### src/rtl/ps2_paddle_ctrl.sv
// ps2_paddle_ctrl: decodes Set-2 make/break scan codes into held-key flags and
// drives a rate-limited, clamped paddle position plus a one-shot start pulse.
module ps2_paddle_ctrl #(
  parameter int MOVE_DIV = 500000,
  parameter int STEP     = 2,
  parameter int SCREEN_W = 160,
  parameter int PADDLE_W = 16,
  parameter int X_INIT   = 72
) (
  input  logic       clock,
  input  logic       resetn,
  input  logic [7:0] key_data,
  input  logic       key_valid,
  input  logic       enable,
  input  logic       recenter,
  output logic [7:0] paddle_x,
  output logic       left_held,
  output logic       right_held,
  output logic       start_pulse
);
  localparam int CW = $clog2(MOVE_DIV);
  localparam logic [CW-1:0] CNT_MAX = CW'(MOVE_DIV - 1);
  localparam logic [8:0] STEP9 = 9'(STEP);
  localparam logic [7:0] STEP8 = 8'(STEP);
  localparam logic [8:0] X_MAX9 = 9'(SCREEN_W - PADDLE_W);
  localparam logic [7:0] X_MAX8 = 8'(SCREEN_W - PADDLE_W);
  localparam logic [7:0] X_RST = 8'(X_INIT);

  typedef enum logic [1:0] {IDLE, EXT, BRK, EXT_BRK} state_t;

  state_t        state_q, state_d;
  logic          ka_q, ka_d, kl_q, kl_d, kd_q, kd_d, kr_q, kr_d;
  logic          sp_q, sp_d, start_q, start_d;
  logic [CW-1:0] cnt_q, cnt_d;
  logic [7:0]    x_q, x_d, dec, inc;
  logic          tick, left, right;

  always_comb begin
    state_d = state_q;
    ka_d    = ka_q;
    kl_d    = kl_q;
    kd_d    = kd_q;
    kr_d    = kr_q;
    sp_d    = sp_q;
    start_d = 1'b0;
    if (key_valid) begin
      case (state_q)
        IDLE: begin
          state_d = key_data == 8'hE0 ? EXT : key_data == 8'hF0 ? BRK : IDLE;
          if (key_data == 8'h1C) ka_d = 1'b1;
          if (key_data == 8'h23) kd_d = 1'b1;
          if (key_data == 8'h29) begin
            sp_d    = 1'b1;
            start_d = !sp_q;
          end
        end
        EXT: begin
          state_d = key_data == 8'hE0 ? EXT : key_data == 8'hF0 ? EXT_BRK : IDLE;
          if (key_data == 8'h6B) kl_d = 1'b1;
          if (key_data == 8'h74) kr_d = 1'b1;
        end
        BRK: begin
          state_d = IDLE;
          if (key_data == 8'h1C) ka_d = 1'b0;
          if (key_data == 8'h23) kd_d = 1'b0;
          if (key_data == 8'h29) sp_d = 1'b0;
        end
        default: begin
          state_d = IDLE;
          if (key_data == 8'h6B) kl_d = 1'b0;
          if (key_data == 8'h74) kr_d = 1'b0;
        end
      endcase
    end
  end

  // Movement uses the flags as registered before this edge, so a release
  // arriving with a tick only affects the following tick.
  always_comb begin
    left  = ka_q | kl_q;
    right = kd_q | kr_q;
    tick  = enable && cnt_q == CNT_MAX;
    cnt_d = (!enable || recenter || tick) ? '0 : cnt_q + CW'(1);
    dec   = x_q >= STEP8 ? x_q - STEP8 : 8'd0;
    inc   = {1'b0, x_q} + STEP9 <= X_MAX9 ? x_q + STEP8 : X_MAX8;
    x_d   = recenter ? X_RST : (!tick || left == right) ? x_q : left ? dec : inc;
  end

  always_ff @(posedge clock) begin
    if (!resetn) begin
      state_q <= IDLE;
      ka_q    <= 1'b0;
      kl_q    <= 1'b0;
      kd_q    <= 1'b0;
      kr_q    <= 1'b0;
      sp_q    <= 1'b0;
      start_q <= 1'b0;
      cnt_q   <= '0;
      x_q     <= X_RST;
    end else begin
      state_q <= state_d;
      ka_q    <= ka_d;
      kl_q    <= kl_d;
      kd_q    <= kd_d;
      kr_q    <= kr_d;
      sp_q    <= sp_d;
      start_q <= start_d;
      cnt_q   <= cnt_d;
      x_q     <= x_d;
    end
  end

  assign paddle_x    = x_q;
  assign left_held   = ka_q | kl_q;
  assign right_held  = kd_q | kr_q;
  assign start_pulse = start_q;
endmodule

### config.mk
export PLATFORM = sky130hd
export DESIGN_NAME = ps2_paddle_ctrl
export DESIGN_NICKNAME = d
export VERILOG_FILES = /design/src/rtl/ps2_paddle_ctrl.sv
export SDC_FILE = /design/constraint.sdc
export NUM_CORES = 1
export LEC_CHECK = 0
export BUFFER_PORTS_ARGS = -buffer_cell sky130_fd_sc_hd__buf_2
export CAP_MARGIN = 25
export CORE_MARGIN = 2
export CORE_UTILIZATION = 58
export CTS_CLUSTER_DIAMETER = 60
export CTS_CLUSTER_SIZE = 10
export DETAILED_ROUTE_END_ITERATION = 10
export GPL_ROUTABILITY_DRIVEN = 1
export HOLD_SLACK_MARGIN = 0.1
export PLACE_DENSITY = 0.91
export SLEW_MARGIN = 20
export SYNTH_ARGS = -nofsm -noshare
export SYNTH_HDL_FRONTEND = slang
export SYNTH_SLANG_ARGS = --single-unit
export TNS_END_PERCENT = 100
### constraint.sdc
create_clock -name clock -period 3 [get_ports clock]
set_clock_uncertainty 0.1 [all_clocks]
set_input_delay 0.6 -clock clock [delete_from_list [all_inputs] [get_ports clock]]
set_output_delay 0.6 -clock clock [all_outputs]
set_load 0.005 [all_outputs]
==> impl_results.md, run 1 <==
* Detailed Place HPWL at ~3100 um
* DP Cell Count at 308
* Yosys top cell area share at 0.3240
* Sequential share of power at 0.634
* Startpoint Class: flip-flop
* Final ANT Viol Nets at 0
* Worst-Skew Late Latency at around 0.34 ns
* Via count at roughly 1,900
* Final hold violation count at 0
* Share of cells above drive strength 1 at 0.1487
* DR DRC count at 0
* Register bit total from synthesis at 34
* First-pass GRT wire length at roughly 7700 um
* WP data arrival at 2.49 ns
* Chip height at about 64 um
* Pwr Density at between 300 and 400 nW/um^2
* Min Clock Period, post-route at 2.367 ns
* Setup bufs post-CTS at 0
* Clock Sinks at 34
* Die Wd at between 60 and 70 um
* Comb pwr share at 0.042
* Initial Utilization at 0.6150
* Switching power at ~0.16 mW
* Post-CTS Resized at 0
* Internal power at 0.5528 mW
* Mapped Cells at roughly 250
* WHS at ~0.34 ns
* Synth Cell Area at around 2100 sq um
* Clk root buf: clkbuf_4
* Layout Cells excl Fill at 315
* WL/cell at 13.56 um
* # setup viols final at 0
* Post-synth EDFFs at 0
* CTS tree: yes
* Synth area leaders: dfxtp_1, nor2_1, xor2_1
* Switching Share at 0.2254
* Routed Wire Length at between 4000 and 5000 um
* Full die area at slightly above 4000 sq um
* Final #Nets at ~290
* Vias in the first global route at 1,747
* Synth Warn # at 0
* Clock power frac at 0.324
* Initial antenna violation count at 0
* H-tree depth at 2
* Total global-route track usage at 0.2363
* Total gr overflow at 0
* Worst-path clk slew at about 0.10 ns
* Worst path required time at between 3 and 4 ns
* CTS Buf Count at 5
* HP Class: reg -> reg
* Actual slew at the worst max-slew pin at 0.7896 ns
* Maximum VDD drop at 286.8 uV
* Filler instances at between 300 and 400
* Router iterations before antenna repair at 4
* Crit share post-route at 0.7891
* Yosys top cell by area: dfxtp_1
* Worst-case clock buffer depth at 2
* Fmax at 422.4 MHz
* Floorplan core area at between 3000 and 4000 sq um
* Top FF cell, synth: dfxtp_1
* Crit. End Element: flip-flop
* Rel. slew slack at 0.4720
* RSZ-0062 raised after global routing: false
* Largest net degree at the start of global routing at 20
* P_leak at 0.8464 nW
* Max-cap viol count at 0
* Setup_tns at 0 ns
* Antenna diodes at 0
* Unique cell type count in the Yosys netlist at between 60 and 70
* IO Count at 24
* Placer congestion estimate at a little over 0.9
* CP Class: reg -> reg
* Status: finished, final reports clean
* Syn_nets at roughly 270
* Synthesized area per cell at around 8.5 sq um
* Area grow syn2layout at 8.458%
* Via density at 5.997
* Peak fanout along the critical path at 15
* Fraction of registers with async set/reset at 0
* Final Slew Violations at 0
* Hold buffers post-CTS at 0
* Initial DRC count at 214
* Seq/Total Area, Yosys at 0.3240
* Port bufs at 22
* # rows at 21
==> cells by family after synthesis <==
kind of cell / Yosys count / synth area share
other: 1 / 0.001785
multiplexers: 7 / 0.03335
AO/OA/AOI/OAI: 34 / 0.1322
adder cells (fa/ha/maj): 4 / 0.02382
AND/OR/NAND/NOR: 127 / 0.3621
flip-flops: 34 / 0.3240
buffers and inverters: 22 / 0.04347
XOR/XNOR: 19 / 0.07921
==> power groups by stage <==
stage / clock network (mW) / registers, mW / logic [mW]
final: 0.231 / 0.452 / 0.0303
after global routing: 0.258 / 0.453 / 0.0336
after CTS: 0.240 / 0.452 / 0.0303
after detailed placement: 0 / 0.463 / 0.0301
after global placement: 0 / 0.463 / 0.0300
after floorplan: 0 / 0.463 / 0.0157
==> layer usage <==
metal	vias to the layer above	track usage	share of wire
li1	941	-	-
met3	8	0.05282	0.057
met1	888	0.3081	0.46
met5	-	0	0
met2	52	0.3685	0.47
met4	0	0.1144	0.019
==> layout make-up <==
| cell class | count | area [sq um] | share of cell area |
|---|---|---|---|
| tap | 46 | 57.56 | 0.02526 |
| timing repair buffer | 23 | 117.6 | 0.05162 |
| sequential | 34 | 680.7 | 0.2987 |
| multi-input combinational | 192 | 1329 | 0.5832 |
| inverter | 13 | 48.80 | 0.02142 |
| clock buffer | 7 | 45.04 | 0.01977 |
==> through the flow <==
step           utilization  power [mW]  setup slack (ns)  instance area, sq um
2_1_floorplan            -      0.4784            0.7577                  2101
3_3_place_gp        0.6538      0.4929            0.7789                  2233
3_5_place_dp        0.6538      0.4930            0.6801                  2233
4_1_cts             0.6670      0.7229            0.6501                  2278
5_1_grt             0.6670      0.7442            0.4668                  2278
6_report            0.6670      0.7137            0.6328                  2278
==> worst max-delay path: stages, from the launching register on <==
cell,delay (ns)
dfxtp_1,0.62
inv_1,0.15
ha_1,0.35
nor2b_1,0.05
a311oi_1,0.32
a211oi_2,0.16
and2_1,0.18
a221o_1,0.32
==> registers in the layout, indices dropped and copies added (netlist names) <==
name / cells
state_q: 2
kr_q: 1
paddle_x: 7
start_pulse: 1
kl_q: 1
sp_q: 1
ka_q: 1
kd_q: 1
cnt_q: 19
==> synthesized netlist by cell type (2+ instances only) <==
library cell / instances
and4b_1: 2
and3b_1: 2
and2_1: 2
nor4b_1: 3
o21a_1: 2
a311oi_1: 2
a31oi_1: 2
ha_1: 4
nor4_1: 3
and3_1: 5
buf_4: 2
clkbuf_1: 5
nor2_1: 30
nand2b_1: 5
xnor2_1: 7
nand2_1: 13
xor2_1: 12
dfxtp_1: 34
nor3_1: 8
mux2i_1: 7
nor2b_1: 11
nand3_1: 14
o41ai_1: 2
a21oi_1: 6
inv_1: 13
o21ai_0: 4
nor4bb_1: 4
nand4_1: 8
or4_1: 4
==> layout by cell type, fill, tap and decap left out, types with 3 or more instances in the layout <==
cell and count:
nand3_1 14, nor2b_1 11, nor4bb_1 4, xor2_1 12, nor2_1 30, a21oi_1 6
xnor2_1 7, and3_1 5, nand2b_1 5, mux2i_1 7, nor4b_1 3, buf_2 22
or4_1 4, dfxtp_1 34, clkbuf_4 5, nor4_1 3, nand2_1 13, ha_1 4
inv_1 13, nor3_1 8, nand4_1 8, o21ai_0 4
==> worst paths after layout <==
check	from	to	slack, ns	depth (start not counted)
max	paddle_x[1]	paddle_x[3]	0.63	7
min	sp_q	start_pulse	0.34	1
max reg2reg	paddle_x[1]	paddle_x[3]	0.63	7
min reg2reg	sp_q	start_pulse	0.34	1
Note: power is estimated with default switching activity, not from simulation.
==> run 2: changes to the inputs <==
==> constraint.sdc (replaced) <==
create_clock -name clock -period 2.4 [get_ports clock]
set_clock_uncertainty 0.1 [all_clocks]
set_input_delay 0.48 -clock clock [delete_from_list [all_inputs] [get_ports clock]]
set_output_delay 0.48 -clock clock [all_outputs]
set_load 0.005 [all_outputs]
==> impl_results.md, run 2 (synthesis results as in run 1) <==
* Largest net degree at the start of global routing at 15
* Min Clock Period, post-route at between 2 and 2.5 ns
* Initial antenna violation count at 0
* Rel. slew slack at 0.5387
* Max FFs per register at 19
* Worst-case clock buffer depth at 2
* Final #Nets at 290
* Die Wd at about 64 um
* Peak fanout along the critical path at 9
* Router iterations before antenna repair at 4
* Hold buffers post-CTS at 0
* CP Class: reg -> reg
* Crit share post-route at 0.9307
* Antenna diodes at 0
* Most frequent cells in the layout: dfxtp_1, nor2_1, buf_2
* Detailed Place HPWL at approximately 3400 um
* # setup viols final at 0
* Total gr overflow at 0
* Initial Utilization at 0.6150
* CTS Buf Count at 5
* First-pass GRT wire length at around 8200 um
* Worst path required time at ~2.5 ns
* RSZ-0062 raised after global routing: false
* Pwr Density at about 430 nW/um^2
* H-tree depth at 2
* Fmax at approximately 450 MHz
* Max-cap viol count at 0
* Final Slew Violations at 0
* Pre-CTS setup slack at around 0.18 ns
* Setup_tns at 0 ns
* Status: finished, final reports clean
* Final worst setup slack at around 0.17 ns
* Final hold violation count at 0
* Area grow syn2layout at 11.55%
* DR DRC count at 0
* Clock Sinks at 34
* # rows at 21
* Post-CTS Resized at 0
* Initial DRC count at 160
* Placer congestion estimate at slightly above 0.9
* WL/cell at about 15 um
* Maximum VDD drop at between 400 and 500 uV
* Setup bufs post-CTS at 0
* Commonest non-fill, non-tap cell in the layout: dfxtp_1
* Largest Register: cnt_q
* Via density at slightly above 6
* HP Class: reg -> reg
* Startpoint Class: flip-flop
* Worst-path clk slew at ~0.11 ns
* IO Count at 24
* WP data arrival at about 2.4 ns
* Worst-Skew Late Latency at between 0.3 and 0.4 ns
* Clk root buf: clkbuf_4
* Port bufs at 22
* Via count at slightly below 2,000
* Share of cells above drive strength 1 at 0.1752
* Full die area at slightly above 4000 sq um
* Total global-route track usage at 0.2545
* P_leak at 0.8857 nW
* Finished Core Util at 0.6861
* DP Cell Count at about 310
* Actual slew at the worst max-slew pin at 0.6867 ns
* CTS tree: yes
* Layout Cells excl Fill at between 300 and 400
* Crit. End Element: flip-flop
* Final ANT Viol Nets at 0
* Floorplan core area at about 3400 sq um
* Routed Wire Length at about 4700 um
* Reg area at around 680 sq um
* Filler instances at about 280
* Chip height at ~64 um
* Vias in the first global route at ~1,800
* Area occupied by multi-input gates at ~1300 sq um
## run 2: routing by layer
layer / vias up / track usage / part of all wire
li1: 954 / - / -
met1: 920 / 0.3095 / 0.45
met2: 51 / 0.4167 / 0.48
met3: 12 / 0.05458 / 0.036
met4: 0 / 0.1410 / 0.027
met5: - / 0 / 0
## run 2: stage by stage
stage / power [mW] / hold slack [ns] / instance area, sq um
5_1_grt: 1.031 / 0.3437 / 2344
4_1_cts: 1.010 / 0.3307 / 2342
3_3_place_gp: 0.6180 / 0.3073 / 2263
6_report: 1.004 / 0.3329 / 2344
2_1_floorplan: 0.5980 / 0.2994 / 2101
3_5_place_dp: 0.6201 / 0.3134 / 2263
## run 2: worst max-delay path, stage by stage (launching register included)
cell     delay, ns
dfxtp_1       0.41
buf_4         0.20
ha_1          0.22
or4_1         0.45
o21ai_2       0.28
o21ai_1       0.10
a221o_1       0.35
## run 2: power breakdown
| group | switching (mW) | total (mW) | internal, mW |
|---|---|---|---|
| Combinational | 0.0243 | 0.0419 | 0.0176 |
| Sequential | 0.000756 | 0.566 | 0.565 |
| Clock | 0.196 | 0.396 | 0.200 |
| Total | 0.221 | 1.00 | 0.783 |
## run 2: area by class of cell
cell class	instances	area share
Timing Repair Buffer	27	0.06300
Sequential cell	34	0.2910
Inverter	13	0.02082
Tap cell	46	0.02456
Multi-Input combinational cell	192	0.5670
Clock buffer	8	0.03364
## run 2: worst paths after layout
path                from  slack (ns)  depth (start not counted)          end
max reg2reg  paddle_x[1]        0.17                          6  paddle_x[3]
max          paddle_x[1]        0.17                          6  paddle_x[3]
min                 sp_q        0.33                          1  start_pulse
min reg2reg         sp_q        0.33                          1  start_pulse
